`src/rtl/eth_frame_detector_pkg.sv`:
```
// Shared types and constants for the frame detector log path.
package eth_frame_detector_pkg;

  typedef enum logic [2:0] {
    StIdle,
    StPassA,
    StPassB,
    StDropA,
    StDropB
  } arb_state_e;

  localparam logic LOG_SRC_A = 1'b0;
  localparam logic LOG_SRC_B = 1'b1;

  function automatic int unsigned beat_cnt_w(input int unsigned max_beats);
    return (max_beats > 1) ? $clog2(max_beats) : 1;
  endfunction

endpackage

```
`src/rtl/axis_skid_buffer.sv`:
```
// Registered AXI4-Stream stage with one skid slot; in_ready_o is a flop output and
// never depends combinationally on out_ready_i.
module axis_skid_buffer #(
  parameter int unsigned DATA_W = 66
) (
  input  logic              clk_i,
  input  logic              rst_ni,
  input  logic              in_valid_i,
  input  logic [DATA_W-1:0] in_data_i,
  output logic              in_ready_o,
  output logic              out_valid_o,
  output logic [DATA_W-1:0] out_data_o,
  input  logic              out_ready_i
);

  logic              out_valid_q;
  logic [DATA_W-1:0] out_data_q;
  logic              skid_valid_q;
  logic [DATA_W-1:0] skid_data_q;
  logic              in_ready_q;
  logic              in_fire;
  logic              out_free;

  assign in_fire  = in_valid_i & in_ready_q;
  assign out_free = ~out_valid_q | out_ready_i;

  always_ff @(posedge clk_i or negedge rst_ni) begin
    if (!rst_ni) begin
      out_valid_q  <= 1'b0;
      out_data_q   <= '0;
      skid_valid_q <= 1'b0;
      skid_data_q  <= '0;
      in_ready_q   <= 1'b0;
    end else if (skid_valid_q) begin
      // Skid only fills while out is stalled, so out_valid_q stays 1 here.
      if (out_ready_i) begin
        out_data_q   <= skid_data_q;
        skid_valid_q <= 1'b0;
        in_ready_q   <= 1'b1;
      end
    end else if (in_fire) begin
      if (out_free) begin
        out_valid_q <= 1'b1;
        out_data_q  <= in_data_i;
      end else begin
        skid_valid_q <= 1'b1;
        skid_data_q  <= in_data_i;
        in_ready_q   <= 1'b0;
      end
    end else begin
      in_ready_q <= 1'b1;
      if (out_ready_i) out_valid_q <= 1'b0;
    end
  end

  assign in_ready_o  = in_ready_q;
  assign out_valid_o = out_valid_q;
  assign out_data_o  = out_data_q;

endmodule

```
`src/rtl/eth_frame_detector_log_arbiter.sv`:
```
// Frame-granular round-robin merge of log A and log B onto one tagged AXI4-Stream,
// with runaway-frame truncation and per-source frame statistics.
module eth_frame_detector_log_arbiter
  import eth_frame_detector_pkg::*;
#(
  parameter int unsigned C_AXIS_LOG_WIDTH  = 64,
  parameter int unsigned C_MAX_FRAME_BEATS = 64
) (
  input  logic                        s_axi_clk,
  input  logic                        s_axi_resetn,
  input  logic                        enable,
  input  logic [C_AXIS_LOG_WIDTH-1:0] s_axis_log_a_tdata,
  input  logic                        s_axis_log_a_tlast,
  input  logic                        s_axis_log_a_tvalid,
  output logic                        s_axis_log_a_tready,
  input  logic [C_AXIS_LOG_WIDTH-1:0] s_axis_log_b_tdata,
  input  logic                        s_axis_log_b_tlast,
  input  logic                        s_axis_log_b_tvalid,
  output logic                        s_axis_log_b_tready,
  output logic [C_AXIS_LOG_WIDTH-1:0] m_axis_log_tdata,
  output logic                        m_axis_log_tid,
  output logic                        m_axis_log_tlast,
  output logic                        m_axis_log_tvalid,
  input  logic                        m_axis_log_tready,
  output logic [31:0]                 frames_a,
  output logic [31:0]                 frames_b,
  output logic [15:0]                 trunc_a,
  output logic [15:0]                 trunc_b
);

  localparam int unsigned W        = C_AXIS_LOG_WIDTH;
  localparam int unsigned BeatCntW = beat_cnt_w(C_MAX_FRAME_BEATS);
  localparam logic [BeatCntW-1:0] LastBeat = BeatCntW'(C_MAX_FRAME_BEATS - 1);

  arb_state_e          state_q;
  logic                rr_b_q;
  logic [BeatCntW-1:0] beat_cnt_q;
  logic [31:0]         frames_a_q, frames_b_q;
  logic [15:0]         trunc_a_q, trunc_b_q;

  logic         skid_ready;
  logic         pass_a, pass_b, drop_a, drop_b;
  logic         sel_b, sel_last, trunc_now;
  logic         fwd_valid, fwd_fire;
  logic [W+1:0] fwd_word, out_word;
  logic         out_valid, out_fire;

  assign pass_a = (state_q == StPassA);
  assign pass_b = (state_q == StPassB);
  assign drop_a = (state_q == StDropA);
  assign drop_b = (state_q == StDropB);

  assign s_axis_log_a_tready = (pass_a & skid_ready) | drop_a;
  assign s_axis_log_b_tready = (pass_b & skid_ready) | drop_b;

  assign sel_b     = pass_b;
  assign sel_last  = sel_b ? s_axis_log_b_tlast : s_axis_log_a_tlast;
  assign trunc_now = ~sel_last & (beat_cnt_q == LastBeat);
  assign fwd_valid = (pass_a & s_axis_log_a_tvalid) | (pass_b & s_axis_log_b_tvalid);
  assign fwd_fire  = fwd_valid & skid_ready;
  // Source tag rides with the beat so it stays correct while the skid drains.
  assign fwd_word  = {sel_b ? LOG_SRC_B : LOG_SRC_A, sel_last | trunc_now,
                      sel_b ? s_axis_log_b_tdata : s_axis_log_a_tdata};

  axis_skid_buffer #(
    .DATA_W(W + 2)
  ) u_skid (
    .clk_i      (s_axi_clk),
    .rst_ni     (s_axi_resetn),
    .in_valid_i (fwd_valid),
    .in_data_i  (fwd_word),
    .in_ready_o (skid_ready),
    .out_valid_o(out_valid),
    .out_data_o (out_word),
    .out_ready_i(m_axis_log_tready)
  );

  always_ff @(posedge s_axi_clk or negedge s_axi_resetn) begin
    if (!s_axi_resetn) begin
      state_q    <= StIdle;
      rr_b_q     <= 1'b0;
      beat_cnt_q <= '0;
      trunc_a_q  <= '0;
      trunc_b_q  <= '0;
    end else begin
      unique case (state_q)
        StIdle: begin
          if (enable) begin
            if (s_axis_log_a_tvalid && (!s_axis_log_b_tvalid || !rr_b_q)) state_q <= StPassA;
            else if (s_axis_log_b_tvalid) state_q <= StPassB;
          end
        end
        StPassA, StPassB: begin
          if (fwd_fire) begin
            if (sel_last) begin
              state_q    <= StIdle;
              rr_b_q     <= ~sel_b;
              beat_cnt_q <= '0;
            end else if (beat_cnt_q == LastBeat) begin
              state_q    <= sel_b ? StDropB : StDropA;
              beat_cnt_q <= '0;
              if (sel_b) begin
                if (trunc_b_q != 16'hFFFF) trunc_b_q <= trunc_b_q + 16'd1;
              end else begin
                if (trunc_a_q != 16'hFFFF) trunc_a_q <= trunc_a_q + 16'd1;
              end
            end else begin
              beat_cnt_q <= beat_cnt_q + BeatCntW'(1);
            end
          end
        end
        StDropA: begin
          if (s_axis_log_a_tvalid && s_axis_log_a_tlast) begin
            state_q <= StIdle;
            rr_b_q  <= 1'b1;
          end
        end
        StDropB: begin
          if (s_axis_log_b_tvalid && s_axis_log_b_tlast) begin
            state_q <= StIdle;
            rr_b_q  <= 1'b0;
          end
        end
        default: state_q <= StIdle;
      endcase
    end
  end

  assign out_fire = out_valid & m_axis_log_tready;

  always_ff @(posedge s_axi_clk or negedge s_axi_resetn) begin
    if (!s_axi_resetn) begin
      frames_a_q <= '0;
      frames_b_q <= '0;
    end else if (out_fire && out_word[W]) begin
      if (out_word[W+1]) frames_b_q <= frames_b_q + 32'd1;
      else               frames_a_q <= frames_a_q + 32'd1;
    end
  end

  assign m_axis_log_tdata  = out_word[W-1:0];
  assign m_axis_log_tlast  = out_word[W];
  assign m_axis_log_tid    = out_word[W+1];
  assign m_axis_log_tvalid = out_valid;
  assign frames_a          = frames_a_q;
  assign frames_b          = frames_b_q;
  assign trunc_a           = trunc_a_q;
  assign trunc_b           = trunc_b_q;

endmodule

```
`config.mk`:
```
export PLATFORM = sky130hd
export DESIGN_NAME = eth_frame_detector_log_arbiter
export DESIGN_NICKNAME = d
export VERILOG_FILES = /design/src/rtl/eth_frame_detector_pkg.sv /design/src/rtl/axis_skid_buffer.sv /design/src/rtl/eth_frame_detector_log_arbiter.sv
export SDC_FILE = /design/constraint.sdc
export NUM_CORES = 1
export LEC_CHECK = 0
export BUFFER_PORTS_ARGS = -buffer_cell sky130_fd_sc_hd__buf_2
export CAP_MARGIN = 20
export CORE_UTILIZATION = 53
export DETAILED_ROUTE_END_ITERATION = 8
export PLACE_DENSITY = 0.77
export SYNTH_ARGS = -nofsm -noshare
export SYNTH_HDL_FRONTEND = slang
export SYNTH_SLANG_ARGS = --single-unit
```
`constraint.sdc`:
```
create_clock -name s_axi_clk -period 2.6 [get_ports s_axi_clk]
set_input_delay 0.13 -clock s_axi_clk [delete_from_list [all_inputs] [get_ports s_axi_clk]]
set_output_delay 0.13 -clock s_axi_clk [all_outputs]
set_load 0.05 [all_outputs]
```
; ---- Yosys cells after proc, flatten, opt, wreduce, memory -nomap -nowiden
; Index checks and enable logic that the tools add are counted.
; W data, S select, Z words.
[totals]
output_inout_bits = 165
in_bits = 136
ff_bits = 241
wordCells = 111
[op_classes]
n_reduce_logical = 24
n_mux = 35
eq_ne = 17
n_addsub = 5
bitwise = 18
[ops]
columns = operator, count
row1 = $mux W66, 4
row2 = $add A32 B1 Y32 const B, 2
row3 = $mux W64, 1
row4 = $add A16 B1 Y16 const B, 2
row5 = $ne A16 B16 Y1 const B, 2
row6 = $mux W3, 9
row7 = $reduce_and A6 Y1, 3
row8 = $mux W1, 17
row9 = $mux W6, 2
row10 = $pmux W3 S4, 1
row11 = $reduce_and A3 Y1, 3
row12 = $ne A2 B2 Y1 const B, 4
row13 = $reduce_and A2 Y1, 4
row14 = $and A1 B1 Y1, 7
row15 = $add A6 B1 Y6 const B, 1
row16 = $eq A3 B2 Y1 const B, 2
row17 = $eq A6 B6 Y1 const B, 1
row18 = $ne A2 B1 Y1 const B, 3
row19 = $ne A3 B3 Y1 const B, 2
row20 = $not A1 Y1, 6
row21 = $reduce_bool A2 Y1, 3
row22 = $or A1 B1 Y1, 5
row23 = $reduce_and A5 Y1, 1
row24 = $logic_and A1 B1 Y1, 4
row25 = 9 further kinds, 10

; ---- Longest topological paths before layout
; Gate-level depths: netlist of run 1.
[depth]
word_depth = 8
ltp_mapped = 8

; ---- Cells and area by module
; Synthesis of run 1 repeated with hierarchy kept, for this count alone.
[hier_totals]
cells_unflattened = 913
area_unflattened_um2 = 11589.9
[by_module_without_submodules]
columns = module, n_inst, area_each_um2, cells_per_inst, seq_area_each_um2
row1 = axis_skid_buffer, 1, 5825.6, 367, 3378.2
row2 = eth_frame_detector_log_arbiter, 1, 5764.3, 546, 2652.5

; ---- Worst setup path before layout of run 1
; Ideal clock, no wire load.
[synth_path]
path_type = register to register
start = register u_skid.out_data_q[64] (netlist: u_skid.out_data_o[64])
end = register frames_a_q[22] (netlist: frames_a[22])
setup_slack_ps = 352
stages_incl_launch_ff = 7
required_ps = 2458
synth_period_minus_slack_ps = 2248
setup_time_ps = 142
arrival_time_ps = 2106
cell_sequence = dfrtp_1 > nand4b_2 > or4_1 > buf_2 > nor3_2 > nand4_1 > xnor2_1
[synth_via]
elab_chain_len = 2
[synth_rtl]
columns = item, line_no
row1 = from (decl), axis_skid_buffer.sv:17  ; logic [DATA_W-1:0] out_data_q;
row2 = from (signal assigned), axis_skid_buffer.sv:37  ; out_data_q <= skid_data_q;
row3 = from (signal assigned), axis_skid_buffer.sv:44  ; out_data_q <= in_data_i;
row4 = $logic_and A1 B1 Y1, eth_frame_detector_log_arbiter.sv:135  ; end else if (out_fire && out_word[W]) begin
row5 = $reduce_and A2 Y1 (no source line), n/a
row6 = to (signal assigned), eth_frame_detector_log_arbiter.sv:137  ; else frames_a_q <= frames_a_q + 32'd1;
row7 = to (decl), eth_frame_detector_log_arbiter.sv:38  ; logic [31:0] frames_a_q, frames_b_q;
; No other way between the ends.
; A chain may end at the register's enable or synchronous reset.

; ---- Final worst setup path of run 1
[layout_path]
start = register state_q[2]
end = register u_skid.skid_data_q[22]
[layout_via]
elab_chain_len = 5
elab_cells_between_ends = 8
cone_classes = eq/ne: 2 / mux: 1 / bitwise: 4 / reduce/logical: 1
[layout_rtl]
columns = item, line_no
row1 = from (decl), eth_frame_detector_log_arbiter.sv:35  ; arb_state_e state_q;
row2 = from (signal assigned), eth_frame_detector_log_arbiter.sv:80  ; state_q <= StIdle;
row3 = from (signal assigned), eth_frame_detector_log_arbiter.sv:89  ; if (s_axis_log_a_tvalid && (!s_axis_log_b_tvalid || !rr_b_q)) state_q <= StPassA;
row4 = from (signal assigned), eth_frame_detector_log_arbiter.sv:90  ; else if (s_axis_log_b_tvalid) state_q <= StPassB;
row5 = $eq A3 B1 Y1 / $eq A3 B2 Y1 (equally long branches), "eth_frame_detector_log_arbiter.sv:48, eth_frame_detector_log_arbiter.sv:49"
row6 = $and A1 B1 Y1, eth_frame_detector_log_arbiter.sv:59  ; assign fwd_valid = (pass_a & s_axis_log_a_tvalid) | (pass_b & s_axis_log_b_tvalid);
row7 = $or A1 B1 Y1, eth_frame_detector_log_arbiter.sv:59
row8 = $and A1 B1 Y1, axis_skid_buffer.sv:24  ; assign in_fire = in_valid_i & in_ready_q;
row9 = $reduce_and A3 Y1 (no source line), n/a
row10 = to (signal assigned), axis_skid_buffer.sv:47  ; skid_data_q <= in_data_i;
row11 = to (decl), axis_skid_buffer.sv:19  ; logic [DATA_W-1:0] skid_data_q;
; Parallel ways exist; a longest one is shown, timed or not.

==> flow_metrics.env, run 1 <==
export IMPL_ios=301
export IMPL_share_of_synthesized_flip_flops_with_an_asynchronous_set_or_reset_pct=100
export IMPL_fmax_mhz=394
export IMPL_period_minus_slack_ps=2540
export IMPL_area_growth_pct=36.6
export IMPL_vias=10200
export IMPL_crit_family="buffers and inverters"
export IMPL_drc=0
export IMPL_nets=1694
export IMPL_timing_setup_critical_path_class="flip-flop to flip-flop"
export IMPL_area_sequential_mm2=0.00604
export IMPL_dpl_hpwl_mm=18.6
export IMPL_unrepaired_setup_endpoints_after_global_routing="false"
export IMPL_postSynthAreaPerCell_um2=9.81
export IMPL_layout_cells_most_common="buf_2"
export IMPL_cts_path_max_buffers=3
export IMPL_globalRoute_totalOverflow=0
export IMPL_worst_path_max_delay_cell="dlygate4sd3_1"
export IMPL_fin_setup_tns_ps=0
export IMPL_vias_per_cell=5.53
export IMPL_clk_pin_slew_worst_paths_ps=60
export IMPL_initial_antenna_violation_count=0
export IMPL_drt_wirelength_per_cell_um=17.1
export IMPL_fp_row_count=52
export IMPL_grt_max_degree=91
export IMPL_route_final_wire_length_mm=31.6
export IMPL_timing_critical_path_cells="nor3b_4 > buf_4 > buf_6 > mux2i_1 > dlygate4sd3_1 > a21oi_1"
export IMPL_die_w_um=147
export IMPL_post_synth_inst_count=1139
export IMPL_max_slew_violations=0
export IMPL_status="finished, final reports clean"
export IMPL_setup_viol=0
export IMPL_finalHoldViolCount=0
export IMPL_setup_worst_path_start_class="flip-flop"
export IMPL_cts_sinks=241
export IMPL_die_area_mm2=0.0217
export IMPL_gp_congestion=0.859
export IMPL_synth_enable_flop_cells=0
export IMPL_synth_ff_type="dfrtp_1"
export IMPL_finalClockSkew_ps=7.40
export IMPL_yosysWarnings=0
export IMPL_synthesis_area_mm2=0.0112
export IMPL_relSlewSlack_pct=45.0
export IMPL_first_iter_violations=527
export IMPL_start_util_pct=54.7
export IMPL_critical_path_max_stage_delay_ps=600
export IMPL_vdd_ir_drop_worst_uv=821
export IMPL_cts_max_level=1
export IMPL_required_ps=2980
export IMPL_io_buffer_count=300
export IMPL_ys_ff_latch=241
export IMPL_cp_end_kind="flip-flop"
export IMPL_layout_filler_cells=1380
export IMPL_cts_tree="yes"
export IMPL_hold_path_class="primary input to flip-flop"
export IMPL_cp_data_arrival_time_ps=2920
export IMPL_synth_cell_types=54
export IMPL_groute_usage_overall_pct=28.6
export IMPL_max_slew_worst_pin_slew_ps=817
export IMPL_synth_nets=1280
export IMPL_clock_root_buffer="clkbuf_16"
export IMPL_first_global_vias=10000
export IMPL_fin_crit_sh_pct=97.7
export IMPL_drt_first_pass_iters=5
export IMPL_cap_viol_max_count=0
export IMPL_multi_input_comb_area_mm2=0.00488
export IMPL_dieHeight_um=147
export IMPL_ys_seq_area_share_pct=54.0
export IMPL_worst_skew_late_latency_ps=510
export IMPL_power_per_cell_area_mw_per_mm2=1050
export IMPL_postPlaceCellArea_mm2=0.0130
export IMPL_layout_common_cells="buf_2, dfrtp_1, nor2_1"
export IMPL_antenna_cells=0
export IMPL_crit_fanout=33
export IMPL_grt_first_pass_wirelength_mm=49.9
export IMPL_core_region_area_mm2=0.0204
export IMPL_post_route_cell_area_mm2=0.0153
export IMPL_tritoncts_num_buffers=26
export IMPL_post_route_cells_drive_above_1_share_pct=24.5
export IMPL_postRouteAntennaNets=0
export IMPL_cellLeakagePower_nw=7.49
export IMPL_cp_num_buf_inv=3
==> metrics by stage <==
step | instances | hold slack, ps | worst slack, ps | total power [mW] | utilization [%]
CTS | 1840 | 1.11 | 14.8 | 15.8 | 74.5
finish | 1843 | 14.3 | 59.4 | 16.0 | 74.7
global placement | 1665 | 204 | 415 | 11.2 | 63.7
detailed placement | 1665 | 210 | 352 | 11.3 | 63.7
floorplan | 1139 | -166 | 352 | 9.78 | -
global route | 1843 | 10.5 | 0.685 | 16.8 | 74.7
==> cell families (layout without fill, tap and decap cells) <==
logic type                 count (synthesis)  in the layout  share of synthesized area (%)
DFF                                      241            241                           54.0
xor gates and xnor gates                  91             91                           7.13
muxes                                     71             71                           6.42
and+or+nand+nor                          426            426                           18.0
adders and majority gates                  5              5                          0.560
AOI/OAI and AO/OA                        235            235                           11.2
buffers and inverters                     70            504                           2.64
==> final timing paths <==
kind / slack [ps] / endpoint / cells past startpoint / startpoint
setup / recovery: 60 / u_skid.skid_data_q[22] / 6 / state_q[2]
hold / removal: 10 / u_skid.skid_data_q[16] / 3 / s_axis_log_a_tdata[16]
setup reg to reg: 60 / u_skid.skid_data_q[22] / 6 / state_q[2]
hold reg to reg: 460 / frames_a[31] / 1 / frames_a[31]
max in group asynchronous: 1550 / u_skid.out_data_o[42] / 3 / s_axi_resetn
min in group asynchronous: 210 / trunc_b[8] / 2 / s_axi_resetn
==> power by group <==
| group | total [mW] | switching [mW] | internal [mW] |
|---|---|---|---|
| clock | 3.96 | 1.48 | 2.48 |
| combinational | 6.42 | 4.32 | 2.10 |
| sequential | 5.65 | 0.784 | 4.87 |
| total | 16.0 | 6.59 | 9.45 |
==> flip-flops by register name, indices dropped and copies added, names as in the netlist <==
signal               count
beat_cnt_q               6
u_skid.skid_data_q      66
u_skid.out_valid_o       1
frames_b                32
state_q                  3
trunc_b                 16
trunc_a                 16
u_skid.in_ready_o        1
u_skid.out_data_o       66
u_skid.skid_valid_q      1
rr_b_q                   1
frames_a                32
==> synth_stat cells, types with 6 or more instances <==
| cell type | number | area [um^2] |
|---|---|---|
| a21oi_1 | 133 | 666 |
| and3_1 | 18 | 113 |
| and4_1 | 8 | 70.1 |
| buf_2 | 26 | 130 |
| clkbuf_1 | 32 | 120 |
| dfrtp_1 | 241 | 6030 |
| inv_1 | 9 | 33.8 |
| mux2i_1 | 66 | 661 |
| nand2_1 | 122 | 458 |
| nand3_1 | 34 | 170 |
| nand4_1 | 30 | 188 |
| nor2_1 | 158 | 593 |
| nor2b_1 | 6 | 37.5 |
| nor3_1 | 15 | 75.1 |
| nor4_1 | 8 | 50.1 |
| o21ai_0 | 77 | 385 |
| xnor2_1 | 60 | 526 |
| xor2_1 | 31 | 272 |
==> layout make-up <==
type	instances	area share, %
clock buffers	42	5.45
clock inverters	6	0.688
inverters	9	0.221
multi-input cells	828	32.0
flip-flops and latches	241	39.5
well taps	270	2.21
repair buffers	447	19.9
==> per-layer routing <==
layer | track usage, % | vias up | routed length (um)
li1 | - | 4781 | -
met3 | 5.43 | 98 | 2190
met2 | 47.8 | 443 | 15400
met4 | 12.9 | 0 | 1290
met5 | 0 | - | 0
met1 | 36.0 | 4862 | 12700
==> worst reg2reg max path: stages, from the launching register on <==
cell and delay (ps):
dfrtp_1 560, nor3b_4 270, buf_4 170, buf_6 410, mux2i_1 330, dlygate4sd3_1 600, a21oi_1 80
==> what timing repair did <==
item | 4_1_cts | 5_1_grt
resized for setup | 0 | 4
setup buffers | 0 | 2
hold endpoints to repair | 149 | 0
setup endpoints to repair | 0 | 62
hold buffers | 127 | 0
Note: power is estimated with default switching activity, not from simulation.
==> run 2: changes to the inputs <==
RECOVER_POWER = 25   (was unset)
==> run 2 against run 1 <==
  * Sequential share of layout area is 0.12 points higher
  * Highest routed layer unchanged
  * Largest power group unchanged
  * Global-route usage stayed put
  * Hold slack worse by 3.0 ps
==> flow_metrics.env, run 2 (synthesis gave the netlist of run 1 again) <==
export IMPL_status="finished, final reports clean"
export IMPL_antenna_cells=0
export IMPL_power_per_cell_area_mw_per_mm2=1050
export IMPL_grt_max_degree=91
export IMPL_io_buffer_count=300
export IMPL_post_layout_nonfiller_instances=1843
export IMPL_crit_start="state_q[2]"
export IMPL_required_ps=2980
export IMPL_drt_wirelength_per_cell_um=17.2
export IMPL_cts_max_level=1
export IMPL_clk_pin_slew_worst_paths_ps=60
export IMPL_cp_data_arrival_time_ps=2920
export IMPL_nets=1694
export IMPL_fp_row_count=52
export IMPL_area_growth_pct=36.2
export IMPL_setup_viol=0
export IMPL_vias_per_cell=5.55
export IMPL_termination_of_the_worst_setup_path="u_skid.skid_data_q[22]"
export IMPL_ios=301
export IMPL_post_route_cell_area_mm2=0.0152
export IMPL_fin_setup_tns_ps=0
export IMPL_vdd_ir_drop_worst_uv=821
export IMPL_die_w_um=147
export IMPL_groute_usage_overall_pct=28.6
export IMPL_cp_num_buf_inv=3
export IMPL_crit_family="buffers and inverters"
export IMPL_dpl_hpwl_mm=18.6
export IMPL_fin_crit_sh_pct=97.4
export IMPL_cts_tree="yes"
export IMPL_whs_ps=11.3
export IMPL_drt_first_pass_iters=5
export IMPL_drc=0
export IMPL_critical_path_cell_count=6
export IMPL_worst_r2r_startpoint="state_q[2]"
export IMPL_layout_cells_most_common="buf_2"
export IMPL_timing_setup_critical_path_class="flip-flop to flip-flop"
export IMPL_start_util_pct=54.7
export IMPL_finalClockSkew_ps=8.07
export IMPL_r2r_end="u_skid.skid_data_q[22]"
export IMPL_max_slew_worst_pin_slew_ps=1160
export IMPL_hold_path_class="primary input to flip-flop"
export IMPL_cp_end_kind="flip-flop"
export IMPL_unrepaired_setup_endpoints_after_global_routing="false"
export IMPL_cellLeakagePower_nw=7.48
export IMPL_finalPower_mw=16.0
export IMPL_route_final_wire_length_mm=31.6
export IMPL_place_detailed_instances=1665
export IMPL_core_region_area_mm2=0.0204
export IMPL_cts_path_max_buffers=3
export IMPL_crit_fanout=33
export IMPL_setup_worst_path_start_class="flip-flop"
export IMPL_grt_first_pass_wirelength_mm=49.9
export IMPL_fmax_mhz=395
export IMPL_worst_skew_late_latency_ps=520
export IMPL_first_iter_violations=506
export IMPL_cts_sinks=241
export IMPL_clock_root_buffer="clkbuf_16"
export IMPL_worst_path_max_delay_cell="dlygate4sd3_1"
export IMPL_finalHoldViolCount=0
export IMPL_die_area_mm2=0.0217
export IMPL_initial_antenna_violation_count=0
export IMPL_max_slew_violations=0
export IMPL_tritoncts_num_buffers=26
export IMPL_vias=10200
export IMPL_postPlaceCellArea_mm2=0.0130
export IMPL_relSlewSlack_pct=22.9
export IMPL_timing_critical_path_cells="nor3b_4 > buf_4 > buf_6 > mux2i_1 > dlygate4sd3_1 > a21oi_1"
export IMPL_postRouteAntennaNets=0
export IMPL_timing_reg2reg_setup_slack_ps=70
export IMPL_holdCritStartpoint="s_axis_log_a_tdata[16]"
export IMPL_cap_viol_max_count=0
export IMPL_dieHeight_um=147
export IMPL_layout_common_cells="buf_2, dfrtp_1, nor2_1"
export IMPL_first_global_vias=10000
export IMPL_post_route_cells_drive_above_1_share_pct=24.5
export IMPL_gp_congestion=0.859
export IMPL_critical_path_max_stage_delay_ps=600
export IMPL_globalRoute_totalOverflow=0
export IMPL_r2r_worst_path_cells=6
export IMPL_period_minus_slack_ps=2530
run 2: cell count changes in the layout (fill, tap and decap cells not counted), sizes merged:
cell	change
buf	-3
clkbuf	+3
run 2: how the worst min path moves through the flow:
stage	to	slack [ps]	cells after the start
floorplan	beat_cnt_q[0]	-170	0
global placement	trunc_b[9]	200	1
detailed placement	trunc_b[8]	210	1
CTS	u_skid.skid_data_q[16]	1	3
global route	u_skid.skid_data_q[16]	10	3
finish	u_skid.skid_data_q[16]	10	3
run 2: metal layers:
layer  GRT usage (%)  wire length [um]
met1            36.0             12700
met4            12.9              1320
met3            5.43              2180
met2            47.8             15400
met5               0                 0
run 2: where the power goes:
group	internal [mW]	switching, mW
logic	2.09	4.32
clock network	2.48	1.48
registers	4.87	0.782
run 2: layout make-up:
type | count | area, um^2
Sequential cell | 241 | 6040
Fill cell | 1385 | 5210
Multi-Input combinational cell | 828 | 4880
Timing Repair Buffer | 447 | 3000
Clock buffer | 42 | 832
Tap cell | 270 | 338
Clock inverter | 6 | 105
Inverter | 9 | 33.8
run 2: worst min-delay path, cell delays in order:
cell and delay, ps:
buf_2 70, mux2i_1 90, a21oi_1 180
run 2: through the flow:
stage	utilization, %	setup WS, ps
floorplan	-	352
global placement	63.7	415
detailed placement	63.7	352
CTS	74.5	14.8
global route	74.5	0.685
finish	74.5	66.6
run 2: timing repair:
item	4_1_cts	5_1_grt
buffers inserted	0	2
hold buffers	127	0
endpoints found under the setup margin	0	62
resized for setup	0	4
hold endpoints to repair	149	0
